===== src/rtl/alu_execute.sv =====
// alu_execute: execute stage for ADD/SUB (single cycle) and MUL (iterative
// shift-add). Results leave through a single-entry output register with a
// valid/ready handshake. Upstream is stalled while a multiply iterates or
// while the output register is occupied and not being drained.
module alu_execute #(
   parameter int DATA_WIDTH = 32,
   parameter int REG_ADDR_W = 5
) (
   input  logic                  clk,
   input  logic                  rst_n,
   input  logic                  flush,
   input  logic                  in_valid,
   output logic                  in_ready,
   input  logic [3:0]            alu_control,
   input  logic [DATA_WIDTH-1:0] operand_a,
   input  logic [DATA_WIDTH-1:0] operand_b,
   input  logic [REG_ADDR_W-1:0] in_dest,
   output logic                  out_valid,
   input  logic                  out_ready,
   output logic [DATA_WIDTH-1:0] result,
   output logic [REG_ADDR_W-1:0] out_dest,
   output logic                  zero,
   output logic                  busy
);

   // Counter must hold the value DATA_WIDTH itself.
   localparam int CNT_W = $clog2(DATA_WIDTH + 1);

   localparam logic [3:0] OP_ADD = 4'b0000;
   localparam logic [3:0] OP_SUB = 4'b0001;
   localparam logic [3:0] OP_MUL = 4'b0010;

   typedef enum logic {
      S_IDLE = 1'b0,
      S_MUL  = 1'b1
   } state_t;

   state_t                state_q, state_d;

   // Multiply datapath.
   logic [DATA_WIDTH-1:0] mcand_q, mcand_d;
   logic [DATA_WIDTH-1:0] mplier_q, mplier_d;
   logic [DATA_WIDTH-1:0] acc_q, acc_d;
   logic [CNT_W-1:0]      count_q, count_d;
   logic [REG_ADDR_W-1:0] mul_dest_q, mul_dest_d;

   // Output register.
   logic                  out_valid_q, out_valid_d;
   logic [DATA_WIDTH-1:0] result_q, result_d;
   logic [REG_ADDR_W-1:0] out_dest_q, out_dest_d;
   logic                  zero_q, zero_d;

   logic                  accept;
   logic                  is_mul;
   logic                  is_sub;
   logic [DATA_WIDTH-1:0] addsub_value;
   logic [DATA_WIDTH-1:0] acc_step;
   logic                  mul_last;

   // Handshake, decode and single-cycle arithmetic.
   always_comb begin
      in_ready     = (state_q == S_IDLE) && (!out_valid_q || out_ready) && !flush;
      accept       = in_valid && in_ready;
      is_mul       = (alu_control == OP_MUL);
      // Unknown codes fall through to ADD.
      is_sub       = (alu_control == OP_SUB);
      addsub_value = is_sub ? (operand_a - operand_b) : (operand_a + operand_b);
      acc_step     = acc_q + (mplier_q[0] ? mcand_q : '0);
      // The counter reaches zero at this edge: this is the final iteration.
      mul_last     = (state_q == S_MUL) && (count_q == CNT_W'(1));
   end

   // Next-state logic for the FSM, multiply datapath and output register.
   always_comb begin
      // NOTE: every signal gets a default before any branch so no path
      // leaves it unassigned, which would otherwise infer a latch.
      state_d     = state_q;
      mcand_d     = mcand_q;
      mplier_d    = mplier_q;
      acc_d       = acc_q;
      count_d     = count_q;
      mul_dest_d  = mul_dest_q;
      result_d    = result_q;
      out_dest_d  = out_dest_q;
      zero_d      = zero_q;
      out_valid_d = out_valid_q;

      // A drained entry empties unless something below refills it.
      if (out_valid_q && out_ready) begin
         out_valid_d = 1'b0;
      end

      case (state_q)
         S_IDLE: begin
            if (accept) begin
               if (is_mul) begin
                  mcand_d    = operand_a;
                  mplier_d   = operand_b;
                  acc_d      = '0;
                  count_d    = CNT_W'(DATA_WIDTH);
                  mul_dest_d = in_dest;
                  state_d    = S_MUL;
               end else begin
                  result_d    = addsub_value;
                  out_dest_d  = in_dest;
                  zero_d      = (addsub_value == '0);
                  out_valid_d = 1'b1;
               end
            end
         end
         S_MUL: begin
            acc_d    = acc_step;
            mcand_d  = mcand_q << 1;
            mplier_d = mplier_q >> 1;
            count_d  = count_q - CNT_W'(1);
            // The output register was free at accept and nothing else
            // writes it during the multiply, so it is free here too.
            if (mul_last) begin
               result_d    = acc_step;
               out_dest_d  = mul_dest_q;
               zero_d      = (acc_step == '0);
               out_valid_d = 1'b1;
               state_d     = S_IDLE;
            end
         end
         default: begin
            state_d = S_IDLE;
         end
      endcase

      // Flush abandons any multiply and discards the held result; it wins
      // over a same-cycle completion. in_ready already blocks an accept.
      if (flush) begin
         state_d     = S_IDLE;
         out_valid_d = 1'b0;
      end
   end

   // State and datapath registers, cleared asynchronously on reset.
   always_ff @(posedge clk or negedge rst_n) begin
      if (!rst_n) begin
         state_q     <= S_IDLE;
         mcand_q     <= '0;
         mplier_q    <= '0;
         acc_q       <= '0;
         count_q     <= '0;
         mul_dest_q  <= '0;
         out_valid_q <= 1'b0;
         result_q    <= '0;
         out_dest_q  <= '0;
         zero_q      <= 1'b1;
      end else begin
         // NOTE: non-blocking assignments so every register samples the
         // pre-edge values regardless of statement order.
         state_q     <= state_d;
         mcand_q     <= mcand_d;
         mplier_q    <= mplier_d;
         acc_q       <= acc_d;
         count_q     <= count_d;
         mul_dest_q  <= mul_dest_d;
         out_valid_q <= out_valid_d;
         result_q    <= result_d;
         out_dest_q  <= out_dest_d;
         zero_q      <= zero_d;
      end
   end

   // Output drive.
   always_comb begin
      out_valid = out_valid_q;
      result    = result_q;
      out_dest  = out_dest_q;
      zero      = zero_q;
      busy      = (state_q == S_MUL);
   end

endmodule


===== config.mk =====
export PLATFORM = sky130hd
export DESIGN_NAME = alu_execute
export DESIGN_NICKNAME = d
export VERILOG_FILES = /design/src/rtl/alu_execute.sv
export SDC_FILE = /design/constraint.sdc
export NUM_CORES = 1
export LEC_CHECK = 0
export CORE_MARGIN = 5
export CORE_UTILIZATION = 58
export DETAILED_ROUTE_END_ITERATION = 10
export HOLD_SLACK_MARGIN = 0.03
export PLACE_DENSITY = 0.89
export REMOVE_ABC_BUFFERS = 1
export SYNTH_ARGS = -nofsm -noshare
export SYNTH_HDL_FRONTEND = slang
export SYNTH_SLANG_ARGS = --single-unit

===== constraint.sdc =====
create_clock -name clk -period 4.8 [get_ports clk]
set_input_delay 0.96 -clock clk [delete_from_list [all_inputs] [get_ports clk]]
set_output_delay 0.96 -clock clk [all_outputs]
set_load 0.01 [all_outputs]

==> results of run 1 <==
==> area by class of cell <==
class,instances,share of cell area
Clock inverter,13,0.01069
Tap cell,229,0.02056
Inverter,29,0.007812
Multi-Input combinational cell,1043,0.4946
Sequential cell,147,0.2643
Clock buffer,18,0.03152
Timing Repair Buffer,272,0.1705
==> Yosys cell counts (9+ instances only) <==
master	count
a21oi_1	65
a22oi_1	58
o21ai_1	12
nor2b_1	9
and2_1	38
nor3_1	25
xnor2_1	51
dfrtp_1	146
xor2_1	32
o21ai_0	53
mux2i_1	10
or3_1	9
o21a_1	24
nor2_1	58
nand2_1	278
a31oi_1	18
o31ai_1	10
nand4_1	13
inv_1	29
clkbuf_1	68
ha_1	65
nand3_1	33
o211ai_1	24
a21o_1	25
a211oi_1	14
==> power breakdown <==
| part | total (mW) | internal, mW | switching [mW] |
|---|---|---|---|
| clock network | 1.36 | 0.784 | 0.575 |
| registers | 1.80 | 1.58 | 0.227 |
| logic | 2.19 | 0.996 | 1.20 |
| total | 5.36 | 3.36 | 2.00 |
==> metrics by stage <==
step             util  area [sq um]
4_1_cts        0.7558         13620
3_3_place_gp   0.7205         12990
3_5_place_dp   0.7205         12990
5_1_grt        0.7731         13930
2_1_floorplan       -         10350
6_report       0.7731         13930
==> placed cells by master, fill, tap and decap left out, types with 7 or more instances in the layout <==
cell / instances
o21ai_1: 13
a211oi_1: 10
xor2_1: 30
clkbuf_16: 17
a21o_1: 25
mux2i_1: 10
nor3_1: 21
clkdlybuf4s50_1: 110
dlymetal6s2s_1: 7
o211ai_1: 24
dfrtp_1: 145
a21oi_1: 59
o21bai_1: 7
o21ai_0: 49
nand4_1: 13
ha_1: 65
a22oi_1: 58
xnor2_1: 48
inv_1: 29
buf_4: 151
o21a_1: 24
nor2b_1: 9
nand2_1: 275
a31oi_1: 15
and2_1: 36
nor2_1: 57
nand3_1: 33
==> cells by family (layout without fill, tap and decap cells) <==
family                   Yosys count  after routing  synth area share
AO/OA/AOI/OAI                    367            367            0.2339
multiplexers                      11             11           0.01048
flip-flops                       147            147            0.3462
XOR/XNOR                          83             83           0.06840
AND/OR/NAND/NOR                  515            515            0.2246
buffers and inverters            100            332           0.03602
adder cells (fa/ha/maj)           67             67           0.08029
==> sequential cells by signal, indices dropped and copies added (netlist names) <==
signal	count
out_dest	5
zero	1
acc_q	32
mcand_q	32
mul_dest_q	5
count_q	6
mplier_q	32
out_valid	1
result	32
busy	1
==> worst register-to-register path, delay by kind of cell (launching register included) <==
kind	cells	cell delay, ps
compound gates	8	1800
xor+xnor	1	110
fa+ha+maj	1	480
buf+inv	1	220
flops	1	380
simple gates	3	1120
==> how the worst max path moves through the flow <==
stage                   start    endpoint  slack, ps
4_1_cts          operand_b[9]        zero         10
5_1_grt          operand_b[1]        zero       -200
3_5_place_dp     operand_b[9]  result[30]       -700
3_3_place_gp   alu_control[1]        zero       -660
2_1_floorplan            busy   acc_q[20]      -2300
6_report         operand_b[5]        zero         60
==> repair_timing <==
item / in CTS / in global routing
hold buffers: 0 / 0
cloned: 0 / 1
gates resized for setup: 11 / 62
setup endpoints to repair: 5 / 7
pin swaps: 0 / 35
setup buffers: 0 / 4
==> layer usage <==
metal  global-route usage  vias up  routed length (um)
met3              0.05824      107                3236
met5                    0        -                   0
li1                     -     5073                   -
met2               0.4889      652               16030
met4               0.1105        0                1072
met1               0.4105     5331               13510
==> impl_results.md, run 1 <==
* Mapped cell area at 10630 sq um
* Worst path max stage delay at 450 ps
* Antenna-violating nets left at 0
* Slew Limit Fails at 0
* Pre-CTS WS at -700.0 ps
* Hold-critical path depth at 2
* Num CTS Buffers at 17
* Total core area at 18020 sq um
* Vias/cell at 6.375
* CP arrival at 5120 ps
* Die width at 145.4 um
* WP depth at 18
* Initial antenna violation count at 0
* Gp weighted congestion at 0.9427
* Multi-input logic area at 6892 sq um
* Longest Clk Path Bufs at 2
* Final hold vios at 0
* Core Rows at 49
* Average cell area after synthesis at 8.239 sq um
* Post-synthesis instance total at 1290
* Die height at 145.4 um
* Synth-to-layout area growth at 31.12%
* Min-Delay Endpoint: result[16]
* Sequential fraction of the synthesis area at 0.3462
* DRT Wirelength at 33850 um
* Final worst slack at 60.21 ps
* Worst R2R End: zero
* Largest net degree at the start of global routing at 85
* Area leader, netlist: dfrtp_1
* Async set-reset flop share out of synthesis at 1.000
* Storage cell area at 3684 sq um
* Number of global-route vias before repair at 10630
* R2r setup slk at 620 ps
* Root Driver: clkbuf_16
* Crit path capture type: flop
* Fin crit share at 0.9875
* Reg clk slew, reported paths at 70 ps
* Residual DRC at 0
* Max Clock Freq at 211.0 MHz
* Worst Path Required at 5180 ps
* Share of cells above drive strength 1 at 0.1695
* Clk sink count at 147
* Main synth FF type: dfrtp_1
* Final non-filler cell total at 1751
* Placed Instances at 1715
* Yosys warnings at 0
* Static leakage at 6.612 nW
* Tmin final at 4740 ps
* CTS tree: done
* Max_slew headroom at 0.3764
* Crit-path max FO at 3
* Synth top area share at 0.3438
* Initial Util at 0.5896
* Netlist cell types at 74
* WS Path Type: input pin to flop
* Critical Path Slowest Stage Cell: clkdlybuf4s50_1
* Post-synth EDFFs at 0
* Register bit total from synthesis at 147
* Final nets at 1655
* Port Buffers at 118
* Worst min path class: flop to flop
* Worst Max-Slew Pin Slew at 935.4 ps
* ANT cells at 0
* Die ar. at 21130 sq um
* Fillers at 1139
* Maxcap violations at 0
* Final worst clock skew at 7.734 ps
* DR WL/cell at 19.33 um
* Top cells by area, synth: dfrtp_1 34%, nand2_1 9.8%, ha_1 7.7%, xnor2_1 4.2%, a22oi_1 4.1%
* Crit path max-delay family: compound AO/OA/AOI/OAI gates
* Status: completed
* # setup viols final at 0
* Global Route Usage Sum at 0.3037
* Vias at 11160
* Hold Crit Start: result[16]
* Reg2Reg Depth at 14
* Post-DP HPWL at 23880 um
* RR Startpoint: mplier_q[0]
* H-tree depth at 4
* Cell Chain, Critical Path: clkdlybuf4s50_1 -> nor3_1 -> nand3b_1 -> o31a_1 -> xnor2_1 -> ha_1 -> a21o_1 -> a31o_1 -> a31oi_2 -> a21oi_2 -> a311o_1 -> a21oi_1 -> buf_4 -> o31a_1 -> o21ai_1 -> a2111oi_2 -> and4b_1 -> a31o_1
* Total global routing overflow at 0
* Final Power at 5.355 mW
* First-pass GRT wire length at 53740 um
* Critical path buffer and inverter count at 2
* DRT Pass-1 Iters at 6
* Ports at 119
* Setup_tns at 0 ps
* Insertion delay to the later sink of the worst-skew pair at 440 ps
* Startpoint types: input pin
* Largest vdd supply drop at 299.5 uV
* Drt initial violations at 1206
* Worst Hold Margin at 463.9 ps
* PD cells at 384.3 nW/um^2
No activity file was read; power rests on OpenSTA's default activity.
==> inputs of run 2 (changes only) <==
CORE_UTILIZATION = 50   (was 58)
PLACE_DENSITY = 0.79   (was 0.89)
==> run 2 against run 1 <==
  * Clock power about the same
  * Largest power group unchanged
  * Cell count up 4.5%
  * Register-to-register slack worse by 70 ps
  * Global-route usage down 3.5 points
  * Routed wire length down 2.3%
  * Via count down 4.0%
  * Worst hold slack about the same
  * Critical endpoint unchanged
  * Worst setup slack worse by 17 ps
  * Cell area up 2.3%
  * Total power about the same
==> impl_results.md, run 2 (synthesized netlist as in run 1, its figures left out) <==
* Status: completed
* Vias at 10720 (-4.0%)
* Reg clk slew, reported paths at 70 ps (about the same)
* Highest-count cells in the layout ignoring fill and taps: 276 x nand2_1, 182 x buf_4, 145 x dfrtp_1, 111 x clkdlybuf4s50_1, 62 x ha_1
* # setup viols final at 0 (unchanged)
* Clk sink count at 147 (unchanged)
* Final worst clock skew at 10.17 ps (+2.431 ps)
* Number of global-route vias before repair at 10470 (-1.6%)
* Die ar. at 24270 sq um (+15%)
* CTS tree: done
* Longest Clk Path Bufs at 2 (unchanged)
* Core Rows at 53 (+8.2%)
* DRT Wirelength at 33080 um (-2.3%)
* Most common cell after layout, fill and taps aside: nand2_1
* DR WL/cell at 18.09 um (-6.4%)
* Startpoint types: input pin
* Worst Hold Margin at 463.6 ps (-0.2570 ps)
* Crit path capture type: flop
* Total global routing overflow at 0 (unchanged)
* Final nets at 1686 (+1.9%)
* Static leakage at 6.753 nW (+2.1%)
* Total core area at 20960 sq um (+16%)
* Final non-filler cell total at 1829 (+4.5%)
* Slew Limit Fails at 0 (unchanged)
* Post-CTS Hold Buffers at 0 (unchanged)
* Largest vdd supply drop at 245.5 uV (-18%)
* Die width at 155.8 um (+7.2%)
* Initial antenna violation count at 0 (unchanged)
* Share of cells above drive strength 1 at 0.1873 (+0.01774)
* Util after Layout at 0.6800 (-0.09306)
* Post-DP HPWL at 24370 um (+2.1%)
* Port Buffers at 118 (unchanged)
* Worst Path Required at 5170 ps (about the same)
* Tmin final at 4757 ps (+17.50 ps)
* Insertion delay to the later sink of the worst-skew pair at 440 ps (about the same)
* Maxcap violations at 0 (unchanged)
* Fin crit share at 0.9911 (+0.003645)
* DRT Pass-1 Iters at 6 (unchanged)
* H-tree depth at 4 (unchanged)
* Initial Util at 0.5072 (-0.08245)
* WS Path Type: input pin to flop
* Largest net degree at the start of global routing at 95 (+12%)
* Worst min path class: flop to flop
* Antenna-violating nets left at 0 (unchanged)
* PD cells at 375.5 nW/um^2 (-2.3%)
* Worst Max-Slew Pin Slew at 953.5 ps (+18.04 ps)
* First-pass GRT wire length at 53170 um (-1.1%)
* Drt initial violations at 857 (-29%)
* Final Power at 5.350 mW (about the same)
* Crit-path max FO at 5 (+2)
* Placed Instances at 1785 (+4.1%)
* Max_slew headroom at 0.3643 (-0.01202)
* Max Clock Freq at 210.2 MHz (-0.37%)
* Num CTS Buffers at 17 (unchanged)
* Synth-to-layout area growth at 34.08%
* Vias/cell at 5.859 (-8.1%)
* Gp weighted congestion at 0.9582 (+1.6%)
* Final hold vios at 0 (unchanged)
* Die height at 155.8 um (+7.2%)
* Residual DRC at 0 (unchanged)
* Global Route Usage Sum at 0.2685 (-0.03519)
* ANT cells at 0 (unchanged)
* Ports at 119 (unchanged)
* Root Driver: clkbuf_16
* CP arrival at 5130 ps (about the same)
-- run 2: cell types whose count changed in the layout (fill, tap and decap cells not counted), sizes merged --
cell,before,now
clkdlybuf4s50,110,111
clkdlybuf4s15,1,0
inv,33,35
buf,154,186
bufinv,2,1
clkinv,5,4
clkinvlp,2,3
dlymetal6s2s,7,6
-- run 2: final timing paths --
| path | startpoint | endpoint | slack (ps) | cells past startpoint |
|---|---|---|---|---|
| worst max-delay path | alu_control[3] | zero | 40 | 19 |
| worst min-delay path | result[16] | result[16] | 460 | 2 |
| worst max register to register | mplier_q[0] | zero | 550 | 14 |
| worst min register to register | result[16] | result[16] | 460 | 2 |
| max in group asynchronous | rst_n | acc_q[18] | 3270 | 2 |
| min in group asynchronous | rst_n | mplier_q[3] | 610 | 1 |
-- run 2: critical path, cell delays in order --
cell and delay (ps):
clkdlybuf4s50_1 430, buf_4 160, nor4b_4 370, buf_4 220, a21oi_1 60, xnor2_1 210, ha_1 290, buf_4 140
a21o_1 160, a31oi_1 270, o21ai_0 220, nand2_2 150, a21boi_2 70, or3_1 360, a211oi_2 230, nand4b_1 160
a2111oi_2 290, and4b_1 240, a31o_1 160
-- run 2: what timing repair did --
item	4_1_cts	5_1_grt
pin swaps	4	36
cloned	0	1
gates resized for setup	20	60
setup endpoints to repair	3	10
setup buffers	3	8
hold endpoints to repair	0	0
-- run 2: per-layer routing --
layer	track usage	up-vias	wire [um]
li1	-	5146	-
met1	0.3805	5154	14830
met2	0.4291	365	15650
met3	0.04133	52	1973
met4	0.07586	0	631
met5	0	-	0
-- run 2: area by class of cell --
class,count,area (sq um)
multi-input cells,1043,6922
inverters,29,108.9
clock buffers,18,439.2
clock inverters,14,146.4
fillers,1703,6705
repair buffers,303,2606
well taps,275,344.1
flip-flops and latches,147,3684
-- run 2: report_power, final --
group	switching, mW	internal [mW]
sequential	0.220	1.58
combinational	1.17	1.04
clock	0.606	0.744
-- run 2: stage by stage --
step | TNS [ps] | instance area (sq um) | setup WS, ps
2_1_floorplan | -200480 | 10350 | -2296
3_3_place_gp | -4474 | 13220 | -665.0
3_5_place_dp | -5112 | 13220 | -722.3
4_1_cts | 0 | 13920 | 3.377
5_1_grt | -134.1 | 14250 | -134.1
6_report | 0 | 14250 | 42.71
